$ cat src/rtl/rx_pkg.sv
`default_nettype none
// ============================================================================
//  Module      : rx_pkg
//  Description : Shared definitions for the PHY nibble receive path: field
//                widths, preamble/SFD nibble codes, FSM state encoding and
//                the end-of-frame control word packer. The xmit control block
//                decoder uses the same packer.
//  Revision    : 1.0 - initial release
// ============================================================================
package rx_pkg;

    localparam int NIB_W  = 4;
    localparam int BYTE_W = 8;
    localparam int LEN_W  = 12;
    localparam int CTRL_W = 24;

    localparam logic [NIB_W-1:0] PREAMBLE_NIB = 4'h5;
    localparam logic [NIB_W-1:0] SFD_NIB      = 4'hD;

    // Receive FSM state encoding
    localparam int              ST_W        = 2;
    localparam logic [ST_W-1:0] ST_IDLE     = 2'd0;
    localparam logic [ST_W-1:0] ST_PREAMBLE = 2'd1;
    localparam logic [ST_W-1:0] ST_DATA     = 2'd2;
    localparam logic [ST_W-1:0] ST_DROP     = 2'd3;

    typedef logic [LEN_W-1:0]  len_t;
    typedef logic [CTRL_W-1:0] ctrl_t;

    // Control word carries the byte count twice: {len, len}
    function automatic ctrl_t pack_ctrl(input len_t len);
        return {len, len};
    endfunction

endpackage
`default_nettype wire

$ cat src/rtl/nibble_packer.sv
`default_nettype none
// ============================================================================
//  Module      : nibble_packer
//  Description : Packs successive 4-bit nibbles into bytes, low nibble first.
//                A one-cycle byte strobe follows the edge that captures the
//                high nibble.
//  Ports       : clk        - clock
//                rst_n      - asynchronous active-low reset
//                clear      - force phase back to low nibble (start of data)
//                nib_en     - nib is a valid data nibble this cycle
//                nib        - data nibble
//                phase_hi   - 1 when the next accepted nibble is the high one
//                byte_out   - assembled byte
//                byte_valid - one-cycle strobe, byte_out complete
//  Revision    : 1.0 - initial release
// ============================================================================
module nibble_packer
    import rx_pkg::*;
(
    input  logic              clk,
    input  logic              rst_n,
    input  logic              clear,
    input  logic              nib_en,
    input  logic [NIB_W-1:0]  nib,
    output logic              phase_hi,
    output logic [BYTE_W-1:0] byte_out,
    output logic              byte_valid
);

    logic              r_phase;
    logic [BYTE_W-1:0] r_byte;
    logic              r_valid;

    always_ff @(posedge clk or negedge rst_n) begin
        if (!rst_n) begin
            r_phase <= 1'b0;
            r_byte  <= '0;
            r_valid <= 1'b0;
        end else begin
            r_valid <= 1'b0;
            if (clear) begin
                r_phase <= 1'b0;
            end else if (nib_en) begin
                if (!r_phase) begin
                    r_byte[3:0] <= nib;
                    r_phase     <= 1'b1;
                end else begin
                    r_byte[7:4] <= nib;
                    r_phase     <= 1'b0;
                    r_valid     <= 1'b1;
                end
            end
        end
    end

    assign phase_hi   = r_phase;
    assign byte_out   = r_byte;
    assign byte_valid = r_valid;

endmodule
`default_nettype wire

$ cat src/rtl/phy_nibble_rx.sv
`default_nettype none
// ============================================================================
//  Module      : phy_nibble_rx
//  Description : PHY nibble receive path. Samples the 4-bit PHY receive bus,
//                detects preamble/SFD, packs nibbles into bytes and reports
//                end of frame as either a good-frame strobe with a {len,len}
//                control word or an error strobe.
//  Ports       : clk_phy       - PHY clock (only clock)
//                reset         - asynchronous active-low reset
//                phy_rx_dv     - receive data valid
//                phy_data_in   - receive nibble
//                r_data_out    - assembled byte
//                r_data_valid  - one-cycle byte strobe
//                r_frame_valid - one-cycle good-frame strobe
//                r_ctrl_out    - {len,len}, held until next good frame
//                r_frame_err   - one-cycle bad/aborted frame strobe
//  Revision    : 1.0 - initial release
// ============================================================================
module phy_nibble_rx
    import rx_pkg::*;
#(
    parameter int MIN_LEN = 64,
    parameter int MAX_LEN = 1518,   // must be <= 4095
    parameter int PRE_MIN = 2
) (
    input  logic              clk_phy,
    input  logic              reset,
    input  logic              phy_rx_dv,
    input  logic [NIB_W-1:0]  phy_data_in,
    output logic [BYTE_W-1:0] r_data_out,
    output logic              r_data_valid,
    output logic              r_frame_valid,
    output logic [CTRL_W-1:0] r_ctrl_out,
    output logic              r_frame_err
);

    localparam len_t       c_min_len = LEN_W'(MIN_LEN);
    localparam len_t       c_max_len = LEN_W'(MAX_LEN);
    localparam logic [3:0] c_pre_min = 4'(PRE_MIN);

    logic [ST_W-1:0] r_state;
    logic [3:0]      r_pre_cnt;
    len_t            r_len;

    logic w_sfd_hit;
    logic w_nib_en;
    logic w_phase_hi;
    logic w_byte_done;
    logic w_len_ok;
    logic w_good;

    // SFD only counts once enough preamble nibbles have been seen
    assign w_sfd_hit   = (r_state == ST_PREAMBLE) && phy_rx_dv &&
                         (phy_data_in == SFD_NIB) && (r_pre_cnt >= c_pre_min);
    assign w_nib_en    = (r_state == ST_DATA) && phy_rx_dv;
    assign w_byte_done = w_nib_en && w_phase_hi;
    assign w_len_ok    = (r_len >= c_min_len) && (r_len <= c_max_len);
    // A dangling low nibble (phase still high) means an odd nibble count
    assign w_good      = !w_phase_hi && w_len_ok;

    nibble_packer u_packer (
        .clk        (clk_phy),
        .rst_n      (reset),
        .clear      (w_sfd_hit),
        .nib_en     (w_nib_en),
        .nib        (phy_data_in),
        .phase_hi   (w_phase_hi),
        .byte_out   (r_data_out),
        .byte_valid (r_data_valid)
    );

    // Byte counter; saturates so an oversize frame can never wrap back into
    // the legal window.
    always_ff @(posedge clk_phy or negedge reset) begin
        if (!reset) begin
            r_len <= '0;
        end else if (w_sfd_hit) begin
            r_len <= '0;
        end else if (w_byte_done && (r_len != {LEN_W{1'b1}})) begin
            r_len <= r_len + 1'b1;
        end
    end

    // Receive FSM and end-of-frame strobes
    always_ff @(posedge clk_phy or negedge reset) begin
        if (!reset) begin
            r_state       <= ST_IDLE;
            r_pre_cnt     <= '0;
            r_frame_valid <= 1'b0;
            r_frame_err   <= 1'b0;
            r_ctrl_out    <= '0;
        end else begin
            r_frame_valid <= 1'b0;
            r_frame_err   <= 1'b0;
            case (r_state)
                ST_IDLE: begin
                    if (phy_rx_dv) begin
                        if (phy_data_in == PREAMBLE_NIB) begin
                            r_state   <= ST_PREAMBLE;
                            r_pre_cnt <= 4'd1;
                        end else begin
                            r_state <= ST_DROP;
                        end
                    end
                end
                ST_PREAMBLE: begin
                    if (!phy_rx_dv) begin
                        r_state <= ST_IDLE;
                    end else if (phy_data_in == PREAMBLE_NIB) begin
                        if (r_pre_cnt != 4'hF) begin
                            r_pre_cnt <= r_pre_cnt + 1'b1;
                        end
                    end else if (w_sfd_hit) begin
                        r_state <= ST_DATA;
                    end else begin
                        r_state <= ST_DROP;
                    end
                end
                ST_DATA: begin
                    // r_len already includes the final byte here: its count
                    // was taken on the edge that captured its high nibble.
                    if (!phy_rx_dv) begin
                        r_state <= ST_IDLE;
                        if (w_good) begin
                            r_frame_valid <= 1'b1;
                            r_ctrl_out    <= pack_ctrl(r_len);
                        end else begin
                            r_frame_err <= 1'b1;
                        end
                    end
                end
                ST_DROP: begin
                    if (!phy_rx_dv) begin
                        r_state <= ST_IDLE;
                    end
                end
                default: begin
                    r_state <= ST_IDLE;
                end
            endcase
        end
    end

endmodule
`default_nettype wire
$ cat config.mk
export PLATFORM = sky130hd
export DESIGN_NAME = phy_nibble_rx
export DESIGN_NICKNAME = d
export VERILOG_FILES = /design/src/rtl/rx_pkg.sv /design/src/rtl/nibble_packer.sv /design/src/rtl/phy_nibble_rx.sv
export SDC_FILE = /design/constraint.sdc
export NUM_CORES = 1
export LEC_CHECK = 0
export BUFFER_PORTS_ARGS = -buffer_cell sky130_fd_sc_hd__buf_2
export CAP_MARGIN = 20
export CELL_PAD_IN_SITES_DETAIL_PLACEMENT = 0
export CELL_PAD_IN_SITES_GLOBAL_PLACEMENT = 1
export CORE_MARGIN = 3
export CORE_UTILIZATION = 45
export CTS_CLUSTER_DIAMETER = 200
export DETAILED_ROUTE_END_ITERATION = 8
export GPL_ROUTABILITY_DRIVEN = 0
export PLACE_DENSITY_LB_ADDON = 0.1
export RECOVER_POWER = 50
export SYNTH_ARGS = -nofsm -noshare
export SYNTH_HDL_FRONTEND = slang
export SYNTH_SLANG_ARGS = --single-unit
$ cat constraint.sdc
create_clock -name clk_phy -period 3.5 [get_ports clk_phy]
set_input_delay 0.175 -clock clk_phy [delete_from_list [all_inputs] [get_ports clk_phy]]
set_output_delay 0.175 -clock clk_phy [all_outputs]
set_load 0.03 [all_outputs]
==> flow_metrics.env <==
export IMPL_number_of_global_route_vias_before_repair=1506
export IMPL_setup_worst_path_start_class="flip-flop"
export IMPL_hold_buffers=0
export IMPL_async_flop_share_pct=100.0
export IMPL_post_dr_vias_cell=5.456
export IMPL_cts_root_buf="sky130_fd_sc_hd__clkbuf_8"
export IMPL_power_report_internal_total_mw=0.8777
export IMPL_cts_tree="done"
export IMPL_detail_route_wirelength_mm=4.072
export IMPL_failed_checks="capacitance limit, slew limit"
export IMPL_total_die_area_mm2=0.005452
export IMPL_average_routed_wire_per_standard_cell_um=14.49
export IMPL_setup_cp_type="reg2reg"
export IMPL_hold_path_class="in2reg"
export IMPL_num_vias=1533
export IMPL_timing_limited_maximum_frequency_mhz=493.2
export IMPL_drt_iter0_markers=93
export IMPL_status="complete, but fails checks"
export IMPL_sequentialPowerShare_pct=48.6
export IMPL_reg2reg_setup_slack_ns=1.47
export IMPL_grt_max_degree=43
export IMPL_max_cap_violations=1
export IMPL_clock_skew_ns=0.005347
export IMPL_ys_types=47
export IMPL_global_route_wire_length_before_repair_mm=6.803
export IMPL_synth_flop_cell="sky130_fd_sc_hd__dfrtp_1"
export IMPL_drive_gt1_share_pct=18.34
export IMPL_synth_warning_count=0
export IMPL_cpPeakStageDelay_ns=0.44
export IMPL_cp_required_ns=3.68
export IMPL_timing_final_setup_violations=0
export IMPL_floorplan_initialDensity_pct=47.23
export IMPL_vdd_ir_drop_max_mv=0.2833
export IMPL_power_static_leakage_nw=1.117
export IMPL_dieWidth_um=73.84
export IMPL_floorplan_io_pins=42
export IMPL_cp_arrival_ns=2.21
export IMPL_cts_made_buffers=5
export IMPL_number_of_enable_type_register_cells_in_the_synthesized_netlist=0
export IMPL_cts_sinks=42
export IMPL_slew_headroom_pct=-49.32
export IMPL_setup_ws_final_ns=1.472
export IMPL_dpl_worst_slack_ns=1.478
export IMPL_rsz0062_at_grt="false"
export IMPL_layout_cells_most_common_list="42 x sky130_fd_sc_hd__dfrtp_1, 24 x sky130_fd_sc_hd__buf_2, 20 x sky130_fd_sc_hd__nand2_1"
export IMPL_timing_critical_path_max_delay_family="compound AO/OA/AOI/OAI gates"
export IMPL_clock_tree_buffer_depth=2
export IMPL_synth_sequential_area_ratio_pct=50.76
export IMPL_power_net_switching_mw=0.4455
export IMPL_number_of_buffers_and_inverters_on_the_critical_path=0
export IMPL_clock_slew_seen_by_the_registers_of_the_worst_setup_and_hold_paths_ns=0.08
export IMPL_period_needed_ns=2.028
export IMPL_drcViolationCount=0
export IMPL_tightestPinTransition_ns=2.240
export IMPL_worstPathMaxFanout=13
export IMPL_ant_nets=0
export IMPL_synthCells=195
export IMPL_detailedRoute_firstPassIterationCount=4
export IMPL_critPathCaptureType="flip-flop"
export IMPL_area_growth_from_synthesis_to_layout_pct=12.27
export IMPL_crit_slowest_cell="sky130_fd_sc_hd__dfrtp_1"
export IMPL_diodes_inserted=0
export IMPL_layout_cells_most_common="sky130_fd_sc_hd__dfrtp_1"
export IMPL_worst_skew_pair_late_latency_ns=0.29
export IMPL_post_route_period_util_pct=57.93
export IMPL_hpwlAfterDp_mm=2.965
export IMPL_ctsHtreeMaxLevel=2
export IMPL_fin_setup_tns_ns=0
export IMPL_placement_io_buffers=41
export IMPL_finalHoldViolations=0
export IMPL_power_per_cell_area_mw_per_mm2=569.2
export IMPL_syn_nets=206
export IMPL_cts_repair_resize_count=0
export IMPL_path_cells="or3b_1 > a211o_1 > a31oi_4 > mux2_1"
export IMPL_placement_rows=24
export IMPL_grt_remaining_overflow=0
export IMPL_syn_area_per_cell_um2=10.62
export IMPL_share_comb_of_total_power_pct=22.9
export IMPL_design_final_nets=239
export IMPL_gr_usage_all_layers_pct=16.37
export IMPL_post_cts_buffers=0
export IMPL_post_synth_instance_area_mm2=0.002071
export IMPL_dpl_instance_area_mm2=0.002240
export IMPL_power_share_clock_pct=28.4
export IMPL_layout_cell_area_non_filler_mm2=0.002325
export IMPL_sw_frac_of_total_pct=33.67
export IMPL_finalMaxSlewViolations=43
export IMPL_grt_antenna_before_repair=0
export IMPL_postSynthRegisterBits=42
export IMPL_dieHeight_um=73.84
export IMPL_core_area_mm2=0.004384
-- final cells by class --
cell class                 count  area, um^2
clock buffer                   7       76.32
clock inverter                 1       30.03
fill                         423        2059
inverter                       9       33.78
multi-input combinational    128       877.1
sequential                    42        1051
tap                           52       65.06
timing repair buffer          42       191.4
-- metrics by stage --
stage | hold slack [ns] | util (%) | power (mW) | cells
global placement | 0.3623 | 51.08 | 0.9614 | 273
detailed placement | 0.3829 | 51.08 | 0.9729 | 273
CTS | 0.05988 | 53.51 | 1.351 | 281
floorplan | -0.1206 | - | 0.8599 | 195
global route | 0.1274 | 53.03 | 1.407 | 281
finish | 0.1243 | 53.03 | 1.323 | 281
-- cells by family after synthesis --
logic type,after synthesis,share of synthesized area (%)
and+or+nand+nor,71,18.37
DFF,42,50.76
AOI/OAI and AO/OA,34,11.36
buffers and inverters,25,7.190
muxes,16,8.640
adders and majority gates,4,2.417
xor gates and xnor gates,3,1.269
-- Yosys cell counts (all sizes together), types with 2 or more instances --
library cell / n / area share [%]
or3b: 2 / 0.85
nor2b: 3 / 0.91
o21ai: 9 / 2.2
nor2: 12 / 2.2
nand4: 6 / 1.8
and3: 2 / 0.60
xnor2: 2 / 0.85
or4: 2 / 0.72
dfrtp: 42 / 51
nand3: 5 / 1.2
o31ai: 4 / 1.7
a31oi: 2 / 1.3
nor4: 4 / 1.2
buf: 15 / 5.4
ha: 4 / 2.4
nor3b: 2 / 0.72
nand2: 20 / 3.6
a21oi: 10 / 2.4
mux2: 15 / 8.2
inv: 9 / 1.6
or3: 5 / 1.5
-- flip-flops by register name, summed over array words and instances (netlist names), 2 cells and up --
name	cells
r_pre_cnt	4
r_state	2
u_packer.byte_out	8
r_ctrl_out	12
r_len	12
-- per-layer routing --
metal | wire (um) | up-vias | track usage [%]
met3 | 263 | 5 | 4.925
met5 | 0 | - | 0
li1 | - | 747 | -
met2 | 1937 | 43 | 26.38
met4 | 55 | 0 | 5.835
met1 | 1816 | 738 | 20.76
-- worst min-delay path, stage by stage --
cell,delay (ns)
sky130_fd_sc_hd__buf_2,0.11
sky130_fd_sc_hd__nand2_1,0.05
sky130_fd_sc_hd__nand2_1,0.05
-- final timing paths --
check	start	to	depth (start not counted)
max in group asynchronous	reset	r_pre_cnt[0]	1
max reg2reg	r_state[0]	r_ctrl_out[18]	4
min in group asynchronous	reset	r_ctrl_out[20]	1
min reg2reg	u_packer.byte_out[5]	u_packer.byte_out[5]	2
min	phy_data_in[2]	u_packer.byte_out[6]	3
max	r_state[0]	r_ctrl_out[18]	4
-- power groups by stage --
stage / logic [mW] / clock network, mW / registers, mW
2_1_floorplan: 0.130 / 0 / 0.730
4_1_cts: 0.321 / 0.387 / 0.644
3_5_place_dp: 0.320 / 0 / 0.653
3_3_place_gp: 0.311 / 0 / 0.650
5_1_grt: 0.341 / 0.405 / 0.662
6_report: 0.303 / 0.376 / 0.644
Power figures use the tool's default switching activity.
